`src/rtl/operand_fetch_stage_pkg.sv`:
```
// operand_fetch_stage_pkg: shared widths, ALU opcodes, operand record and sign-extension helper
package operand_fetch_stage_pkg;
  localparam int DATA_W = 32;
  localparam int ADDR_W = 5;
  localparam int IMM_W = 16;
  localparam int NREG = 2**ADDR_W;
  localparam logic [2:0] ALU_AND = 3'd0;
  localparam logic [2:0] ALU_OR = 3'd1;
  localparam logic [2:0] ALU_ADD = 3'd2;
  localparam logic [2:0] ALU_SUB = 3'd6;
  localparam logic [2:0] ALU_SLT = 3'd7;
  typedef struct packed {
    logic [DATA_W-1:0] a;
    logic [DATA_W-1:0] b;
    logic [2:0] ctr;
    logic [ADDR_W-1:0] rd;
    logic rd_we;
  } op_t;
  function automatic logic [DATA_W-1:0] sext(input logic [IMM_W-1:0] x);
    return {{(DATA_W-IMM_W){x[IMM_W-1]}}, x};
  endfunction
endpackage

```
`src/rtl/operand_fetch_stage_if.sv`:
```
// operand_fetch_stage_if: request, operand, writeback and scoreboard bundle
interface operand_fetch_stage_if;
  import operand_fetch_stage_pkg::*;
  logic req_valid;
  logic req_ready;
  logic [ADDR_W-1:0] rs;
  logic [ADDR_W-1:0] rt;
  logic [ADDR_W-1:0] rd;
  logic rd_we;
  logic [IMM_W-1:0] imm;
  logic use_imm;
  logic [2:0] alu_ctr_in;
  logic op_valid;
  logic op_ready;
  logic [DATA_W-1:0] A;
  logic [DATA_W-1:0] B;
  logic [2:0] ALU_Ctr;
  logic [ADDR_W-1:0] op_rd;
  logic op_rd_we;
  logic wb_we;
  logic [ADDR_W-1:0] wb_addr;
  logic [DATA_W-1:0] wb_data;
  logic [NREG-1:0] busy;
  modport master (
    output req_valid, rs, rt, rd, rd_we, imm, use_imm, alu_ctr_in, op_ready, wb_we, wb_addr, wb_data,
    input req_ready, op_valid, A, B, ALU_Ctr, op_rd, op_rd_we, busy
  );
  modport slave (
    input req_valid, rs, rt, rd, rd_we, imm, use_imm, alu_ctr_in, op_ready, wb_we, wb_addr, wb_data,
    output req_ready, op_valid, A, B, ALU_Ctr, op_rd, op_rd_we, busy
  );
endinterface

```
`src/rtl/operand_fetch_stage_regfile_2r1w.sv`:
```
// regfile_2r1w: two async read ports with write bypass, one sync write port, r0 hardwired to zero
module regfile_2r1w
  import operand_fetch_stage_pkg::*;
(
  input logic clk,
  input logic rst,
  input logic we,
  input logic [ADDR_W-1:0] waddr,
  input logic [DATA_W-1:0] wdata,
  input logic [ADDR_W-1:0] ra,
  input logic [ADDR_W-1:0] rb,
  output logic [DATA_W-1:0] rdata_a,
  output logic [DATA_W-1:0] rdata_b
);
  logic [NREG-1:0][DATA_W-1:0] mem_q, mem_d;
  always_comb begin
    mem_d = mem_q;
    if (we && waddr != '0) mem_d[waddr] = wdata;
    rdata_a = ra == '0 ? '0 : (we && waddr == ra) ? wdata : mem_q[ra];
    rdata_b = rb == '0 ? '0 : (we && waddr == rb) ? wdata : mem_q[rb];
  end
  always_ff @(posedge clk or posedge rst)
    if (rst) mem_q <= '0;
    else mem_q <= mem_d;
endmodule

```
`src/rtl/operand_fetch_stage.sv`:
```
// operand_fetch_stage: register read, bypass, busy scoreboard and registered operand handoff to the ALU
module operand_fetch_stage
  import operand_fetch_stage_pkg::*;
(
  input logic clk,
  input logic rst,
  operand_fetch_stage_if.slave bus
);
  logic [DATA_W-1:0] rdata_a, rdata_b;
  logic [NREG-1:0] busy_q, busy_d, eff_busy;
  logic op_valid_q, op_valid_d, hazard, ready, accept;
  op_t op_q, op_d;
  regfile_2r1w u_rf (
    .clk(clk),
    .rst(rst),
    .we(bus.wb_we),
    .waddr(bus.wb_addr),
    .wdata(bus.wb_data),
    .ra(bus.rs),
    .rb(bus.rt),
    .rdata_a(rdata_a),
    .rdata_b(rdata_b)
  );
  always_comb begin
    eff_busy = busy_q & ~(bus.wb_we ? NREG'(1) << bus.wb_addr : '0);
    hazard = bus.req_valid & (eff_busy[bus.rs] | (~bus.use_imm & eff_busy[bus.rt]) | (bus.rd_we & eff_busy[bus.rd]));
    ready = (~op_valid_q | bus.op_ready) & ~hazard;
    accept = bus.req_valid & ready;
    busy_d = eff_busy | (accept & bus.rd_we & (bus.rd != '0) ? NREG'(1) << bus.rd : '0);
    op_valid_d = accept | (op_valid_q & ~bus.op_ready);
    op_d = accept ? op_t'{a: rdata_a, b: bus.use_imm ? sext(bus.imm) : rdata_b, ctr: bus.alu_ctr_in, rd: bus.rd, rd_we: bus.rd_we} : op_q;
  end
  always_ff @(posedge clk or posedge rst)
    if (rst) begin
      busy_q <= '0;
      op_valid_q <= 1'b0;
      op_q <= '0;
    end else begin
      busy_q <= busy_d;
      op_valid_q <= op_valid_d;
      op_q <= op_d;
    end
  assign bus.req_ready = ready;
  assign bus.op_valid = op_valid_q;
  assign bus.A = op_q.a;
  assign bus.B = op_q.b;
  assign bus.ALU_Ctr = op_q.ctr;
  assign bus.op_rd = op_q.rd;
  assign bus.op_rd_we = op_q.rd_we;
  assign bus.busy = busy_q;
endmodule

```
`src/flat_wrapper.sv`:
```
// flat-port wrapper written by rule: the top's interface ports become plain ports
module operand_fetch_stage_flat import operand_fetch_stage_pkg::*;
  (clk, rst, bus_req_valid, bus_rs, bus_rt, bus_rd, bus_rd_we, bus_imm, bus_use_imm, bus_alu_ctr_in, bus_op_ready, bus_wb_we, bus_wb_addr, bus_wb_data, bus_req_ready, bus_op_valid, bus_A, bus_B, bus_ALU_Ctr, bus_op_rd, bus_op_rd_we, bus_busy);
  operand_fetch_stage_if bus_i ();
  input logic clk;
  input logic rst;
  input wire logic [$bits(bus_i.req_valid)-1:0] bus_req_valid;
  input wire logic [$bits(bus_i.rs)-1:0] bus_rs;
  input wire logic [$bits(bus_i.rt)-1:0] bus_rt;
  input wire logic [$bits(bus_i.rd)-1:0] bus_rd;
  input wire logic [$bits(bus_i.rd_we)-1:0] bus_rd_we;
  input wire logic [$bits(bus_i.imm)-1:0] bus_imm;
  input wire logic [$bits(bus_i.use_imm)-1:0] bus_use_imm;
  input wire logic [$bits(bus_i.alu_ctr_in)-1:0] bus_alu_ctr_in;
  input wire logic [$bits(bus_i.op_ready)-1:0] bus_op_ready;
  input wire logic [$bits(bus_i.wb_we)-1:0] bus_wb_we;
  input wire logic [$bits(bus_i.wb_addr)-1:0] bus_wb_addr;
  input wire logic [$bits(bus_i.wb_data)-1:0] bus_wb_data;
  output wire logic [$bits(bus_i.req_ready)-1:0] bus_req_ready;
  output wire logic [$bits(bus_i.op_valid)-1:0] bus_op_valid;
  output wire logic [$bits(bus_i.A)-1:0] bus_A;
  output wire logic [$bits(bus_i.B)-1:0] bus_B;
  output wire logic [$bits(bus_i.ALU_Ctr)-1:0] bus_ALU_Ctr;
  output wire logic [$bits(bus_i.op_rd)-1:0] bus_op_rd;
  output wire logic [$bits(bus_i.op_rd_we)-1:0] bus_op_rd_we;
  output wire logic [$bits(bus_i.busy)-1:0] bus_busy;
  assign bus_i.req_valid = bus_req_valid;
  assign bus_i.rs = bus_rs;
  assign bus_i.rt = bus_rt;
  assign bus_i.rd = bus_rd;
  assign bus_i.rd_we = bus_rd_we;
  assign bus_i.imm = bus_imm;
  assign bus_i.use_imm = bus_use_imm;
  assign bus_i.alu_ctr_in = bus_alu_ctr_in;
  assign bus_i.op_ready = bus_op_ready;
  assign bus_i.wb_we = bus_wb_we;
  assign bus_i.wb_addr = bus_wb_addr;
  assign bus_i.wb_data = bus_wb_data;
  assign bus_req_ready = bus_i.req_ready;
  assign bus_op_valid = bus_i.op_valid;
  assign bus_A = bus_i.A;
  assign bus_B = bus_i.B;
  assign bus_ALU_Ctr = bus_i.ALU_Ctr;
  assign bus_op_rd = bus_i.op_rd;
  assign bus_op_rd_we = bus_i.op_rd_we;
  assign bus_busy = bus_i.busy;
  operand_fetch_stage u_core (.clk(clk), .rst(rst), .bus(bus_i));
endmodule
```
`config.mk`:
```
export PLATFORM = sky130hd
export DESIGN_NAME = operand_fetch_stage_flat
export DESIGN_NICKNAME = d
export VERILOG_FILES = /design/src/rtl/operand_fetch_stage_pkg.sv /design/src/rtl/operand_fetch_stage_if.sv /design/src/rtl/operand_fetch_stage_regfile_2r1w.sv /design/src/rtl/operand_fetch_stage.sv /design/src/flat_wrapper.sv
export SDC_FILE = /design/constraint.sdc
export NUM_CORES = 2
export LEC_CHECK = 0
export BUFFER_PORTS_ARGS = -buffer_cell sky130_fd_sc_hd__buf_4
export CAP_MARGIN = 20
export CORE_ASPECT_RATIO = 0.7
export CORE_MARGIN = 3
export CORE_UTILIZATION = 55
export DETAILED_ROUTE_END_ITERATION = 6
export HOLD_SLACK_MARGIN = 0.02
export PLACE_DENSITY = 0.72
export SETUP_SLACK_MARGIN = 0.2
export SKIP_CTS_REPAIR_TIMING = 1
export SKIP_LAST_GASP = 1
export SYNTH_ARGS = -nofsm -noshare
export SYNTH_HDL_FRONTEND = slang
export SYNTH_HIERARCHICAL = 1
export SYNTH_SLANG_ARGS = --single-unit
```
`constraint.sdc`:
```
create_clock -name clk -period 71.7 [get_ports clk]
set_clock_uncertainty 0.15 [all_clocks]
set_input_delay 10.755 -clock clk [delete_from_list [all_inputs] [get_ports clk]]
set_output_delay 10.755 -clock clk [all_outputs]
set_load 0.03 [all_outputs]
```
# Word level (Yosys, flattened, before mapping)
# Cells that the tools add are included.
[totals] in_bits=78 word_cells=95 out_inout_bits=107 reg_bits=1130
[classes] order_cmp=5 eq_ne=2 muxes=20 reduce_logical=8 bitwise_logic=19 n_shift=2
[ops] cell="1024-bit bitwise mux" n=1
[ops] cell="32-bit binary-select mux with 5-bit select" n=2
[ops] cell="32-bit 2-to-1 mux" n=10
[ops] cell="32-bit demux with 5-bit select" n=1
[ops] cell="1-bit by 5-bit left shift with 32-bit output (first input constant)" n=2
[ops] cell="32-bit bitwise AND" n=1
[ops] cell="32-bit inverter" n=1
[ops] cell="32-bit OR" n=1
[ops] cell="5-bit by 6-bit < comparator with 1-bit output (second input constant)" n=4
[ops] cell="1-bit binary-select mux with 5-bit select" n=3
[ops] cell="5-bit == test" n=2
[ops] cell="5-bit zero test" n=2
[ops] cell="5-bit nonzero test" n=2
[ops] cell="1-bit bitwise AND" n=8
[ops] cell="5-bit by 1-bit >= comparator with 1-bit output (second input constant)" n=1
[ops] cell="1-bit logical AND" n=4
[ops] cell="1-bit inverter" n=4
[ops] cell="1-bit OR" n=4
[ops] cell="1-bit 2-to-1 mux" n=3

# Logic depth before layout (Yosys ltp)
[logic_depth] ltp_word=17 depth_mapped=13 depth_no_buf=9

# By module
# Netlist, hierarchy kept.
[modules_own_cells] mod="regfile_2r1w" cells_per_inst=3957 seq_area_each_um2=25624.6 area_per_inst_um2=55051.5 n_inst=1
[modules_own_cells] mod="operand_fetch_stage" cells_per_inst=521 seq_area_each_um2=2652.5 area_per_inst_um2=5796.8 n_inst=1

# Worst setup path after synthesis
# No wires, ideal clock.
[synth_timing] path_kind="in2out" start="input port bus_wb_addr[1]" end="output port bus_req_ready" t_required_ps=60795 path_slack_ps=47331 path_buffers=2 path_stages=10 arrival_time_ps=13464 path_cell_list="buf_6 > or4b_4 > buf_6 > o2111a_1 > a2111o_1 > o31ai_1 > a31oi_1 > or4_4 > nand4b_1 > a21oi_1"
[synth_via] elab_chain_cells=12 elab_cells_between_ends=17 classes_between="shift (1); mux (7); bitwise (9)"
[synth_rtl] element="start: declaration" line="flat_wrapper.sv:17" text="input wire logic [$bits(bus_i.wb_addr)-1:0] bus_wb_addr;"
[synth_rtl] element="1-bit by 5-bit left shift with 32-bit output (*)" line="operand_fetch_stage.sv:25" text="eff_busy = busy_q & ~(bus.wb_we ? NREG'(1) << bus.wb_addr : '0);"
[synth_rtl] element="32-bit 2-to-1 mux (*)" line="operand_fetch_stage.sv:25"
[synth_rtl] element="32-bit inverter (*)" line="operand_fetch_stage.sv:25"
[synth_rtl] element="32-bit bitwise AND (*)" line="operand_fetch_stage.sv:25"
[synth_rtl] element="1-bit binary-select mux with 5-bit select" line="operand_fetch_stage.sv:26" text="hazard = bus.req_valid & (eff_busy[bus.rs] | (~bus.use_imm & eff_busy[bus.rt]) | (bus.rd_we & eff_busy[bus.rd] ..."
[synth_rtl] element="1-bit 2-to-1 mux (not written as such)" line="operand_fetch_stage.sv:26"
[synth_rtl] element="1-bit bitwise AND" line="operand_fetch_stage.sv:26"
[synth_rtl] element="1-bit OR" line="operand_fetch_stage.sv:26"
[synth_rtl] element="1-bit OR (*)" line="operand_fetch_stage.sv:26"
[synth_rtl] element="1-bit bitwise AND (*)" line="operand_fetch_stage.sv:26"
[synth_rtl] element="1-bit inverter (*)" line="operand_fetch_stage.sv:27" text="ready = (~op_valid_q | bus.op_ready) & ~hazard;"
[synth_rtl] element="1-bit bitwise AND (*)" line="operand_fetch_stage.sv:27"
[synth_rtl] element="end: declaration" line="flat_wrapper.sv:19" text="output wire logic [$bits(bus_i.req_ready)-1:0] bus_req_ready;"
# Mark *: on every way between the ends. The rest lies on a longest branch, timed or not. The select of a mux whose other input is x is not followed.

# Worst setup path after layout
[layout_timing] start="input port bus_wb_addr[2]" end="output port bus_req_ready"
# The elaborated chain is that of the path after synthesis.

==> reports/results.env <==
GRT_START_MAX_NET_PINS=175
CELL_BY_CELL_TRACE_OF_THE_CRITICAL_PATH='buf_4, or4b_4, o21ai_0, mux2i_1, a221o_1, o21ai_0, a2bb2oi_1, nand4b_1, a21oi_1, buf_4'
DRT-WIRELENGTH-PER-CELL_UM=34.8
TOP_CELL_FAMILY_BY_DELAY_ON_THE_CRITICAL_PATH='compound AO/OA/AOI/OAI gates'
TIMING.CRITICAL_PATH.TO_TYPE='output port'
WORST-SLEW-PIN-TRANSITION_NS=1.15
Y_DIMENSION_OF_THE_DIE_UM=284
DIE_X_UM=404
WORST_REG_TO_REG_SETUP_SLACK_NS=67.33
GRT_ANTENNA_BEFORE_REPAIR=12
WORST_SETUP_PATH_STARTPOINT='bus_wb_addr[2]'
FINAL_NET_COUNT=4461
TIMING.FMAX_MHz=40.1
FINALPOWER_mW=1.90
GLOBALROUTETOTALUTIL_PCT=35.7
YOSYS.AREA.TOP_TYPE_SHARE_PCT=46.5
AVGVIACOUNTPERCELL=7.23
GRT_PASS1_VIAS=42053
MOST_FREQUENT_STANDARD_CELL_IN_THE_LAYOUT_EXCLUDING_FILL_AND_TAP_CELLS='dfrtp_1'
FIN_CRIT_SH_PCT=34.8
INITIAL_CORE_UTIL_PCT=55.8
NUMBER_OF_ROUTED_NETS_WITH_ANTENNA_VIOLATIONS=0
POST_SYNTH_INST_COUNT=4478
BOUNDARYPINS=185
CLOCK_INSERTION_DELAY_AT_THE_LATER_PIN_OF_THE_SKEW_REPORT_NS=0.74
GLOBALPLACE.CONGESTION=0.902
MAX_SLEW_HEADROOM_PCT=23.6
CRITPATHARRIVALTIME_NS=14.02
FIN_UTIL_PCT=61.1
PORT_BUFFERS=184
MIN_PERIOD_NS=24.92
FINAL.SETUP.TNS_NS=0
ROOT_BUFFER='clkbuf_16'
OUTCOME='complete, but fails checks'
CORE_AREA_MM2=0.109
CTS-ROOT-TO-SINK-BUFFERS=3
MAX_STAGE_DELAY_NS=0.64
LEAKAGEPOWER_nW=29.2
CRITICAL_PATH.N_BUFFERS_INVERTERS=2
POST_ROUTE_DRC=1
FINAL_CELL_MIX='dfrtp_1 (1130), mux2_2 (1107), mux4_2 (336), mux2i_1 (328), buf_4 (273)'
SYNTH_NETS=4556
CTS_TREE='yes'
SYNTHDOMINANTAREACELLTYPE='dfrtp_1'
FINALMAXSLEWVIOLATIONS=0
PATH_MAX_FANOUT=21
FP-ROW-COUNT=101
YOSYS_MOST_USED_DFF='dfrtp_1'
CTS_MAX_LEVEL=3
FIRST_PASS_GRT_WIRE_LENGTH_UM=300000
AREAGROWTHSYNTHTOFINISH_PCT=9.52
SYNTH_AREA_PER_CELL_UM2=13.6
IR_WORST_VDD_mV=0.0208
DETAIL_ROUTE.ITER0.VIOLATIONS=5548
SYNTH_EDF_COUNT=0
RSZ0062_AT_GRT='false'
HOLDWS_NS=0.244
POWERDENSITY_mW_PER_MM2=28.6
TIMING.MAX_CAP.VIOLATIONS=0
CRITICAL_PATH_S_SLOWEST_CELL='or4b_4'
CRITICAL_PATH.STARTPOINT_TYPE='primary input'
SYNTH_SEQ_AREA_SHARE_PCT=46.5
DP.FINAL_HPWL_UM=119000
CLOCK-SINKS=1130
TRITONCTS.NUM_BUFFERS=108
DRIVE_GT1_SHARE_PCT=44.4
MIN-DELAY-START='u_core/u_rf/mem_q[27]'
POSTSYNTHREGISTERBITS=1130
SYNTH_ASYNC_SR_FLOP_SHARE_PCT=100
DIE_AREA_MM2=0.115
SETUP.WORST_PATH.CLASS='primary input to output port'
TOTAL_STANDARD_CELL_AREA_AFTER_SYNTHESIS_MM2=0.0608
SYNTH_CELL_TYPE_COUNT=73
HOLDCRITPATHCLASS='register to register'
GR-TOTAL-OVERFLOW=0
DRT_FIRST_PASS_ITERS=7
FAILING_CHECKS='DRC'
NUM_VIAS=42808
CRITICAL_PATH_REQUIRED_NS=60.79
SYNTH-WARNING-COUNT=6
FINAL-SETUP-VIOL-COUNT=0
CLKTRANSATPATHREGS_NS=0.06
R2R_START='u_core/bus.busy[18]'
REPORT.FINAL.HOLD_VIOL_COUNT=0
SYNTH.AREA.TOP_CELLS='dfrtp_1 (46%), mux2_2 (20%), mux4_2 (12%)'
POST_ROUTE_WL_UM=206000
## path summary, 6_finish.rpt
path                                     endpoint  cells after the start
hold reg to reg             u_core/u_rf/mem_q[27]                      0
min in group asynchronous  u_core/u_rf/mem_q[670]                      2
hold / removal              u_core/u_rf/mem_q[27]                      0
max in group asynchronous  u_core/u_rf/mem_q[357]                      5
setup reg to reg                 u_core/bus.B[10]                      8
setup / recovery                    bus_req_ready                     10
## stage by stage
step / worst slack (ns) / cells / instance area [um2]
detailed placement: 46.90 / 5714 / 62800
CTS: 46.90 / 5917 / 66600
finish: 46.78 / 5922 / 66600
global route: 46.78 / 5920 / 66600
global placement: 46.84 / 5713 / 62800
floorplan: 31.98 / 4478 / 60800
## worst reg2reg max path, delay by kind of cell (launching register included)
family / cells / cell delay (ns)
simple gates: 1 / 0.93
compound gates: 4 / 1.46
mux: 2 / 0.61
flops: 1 / 0.43
buf+inv: 1 / 0.69
## final cells by class
class,instances,area [um2]
inverters,39,159
well taps,1442,1800
flip-flops and latches,1130,28300
clock inverters,39,494
fillers,8300,42400
clock buffers,164,3280
diodes,4,10.0
multi-input cells,2822,30400
repair buffers,282,2200
## sequential cells by signal (all words and copies together), names as in the netlist
register / count
u_core/u_rf/mem_q: 1024
u_core/bus.A: 32
u_core/bus.B: 32
u_core/bus.busy: 32
u_core/bus.op_rd: 5
u_core/bus.ALU_Ctr: 3
u_core/bus.op_rd_we: 1
u_core/bus.op_valid: 1
## synthesized netlist by cell type (33+ instances only)
cell type  instances
o22ai_1           40
a21oi_1           68
clkbuf_1         272
inv_1             38
mux2_2          1107
mux4_2           336
buf_1             59
a211oi_1          57
a32o_1            33
a221oi_1          34
nand2_1          124
dfrtp_1         1130
buf_2            106
o221ai_1          50
mux2i_1          328
a22oi_1          100
o21ai_0          140
nor2_1            82
## metal layers
layer | up-vias | global-route usage [%] | part of all wire [%]
met3 | 535 | 11.5 | 13
met5 | - | 0 | 0.014
met4 | 4 | 13.8 | 4.4
li1 | 16957 | - | -
met1 | 22588 | 52.1 | 41
met2 | 2724 | 49.5 | 42
## power by group
| part | leakage (nW) | internal [mW] | switching, mW |
|---|---|---|---|
| Combinational | 12.8 | 0.228 | 0.207 |
| Sequential | 14.5 | 0.764 | 0.0953 |
| Clock | 1.86 | 0.351 | 0.260 |
## kinds of logic after synthesis
group           share of synthesized area, %
mux                                     38.8
flops                                   46.5
compound gates                          7.57
buf+inv                                 3.94
simple gates                            3.07
xor+xnor                               0.158
(Power assumes the default switching activity.)
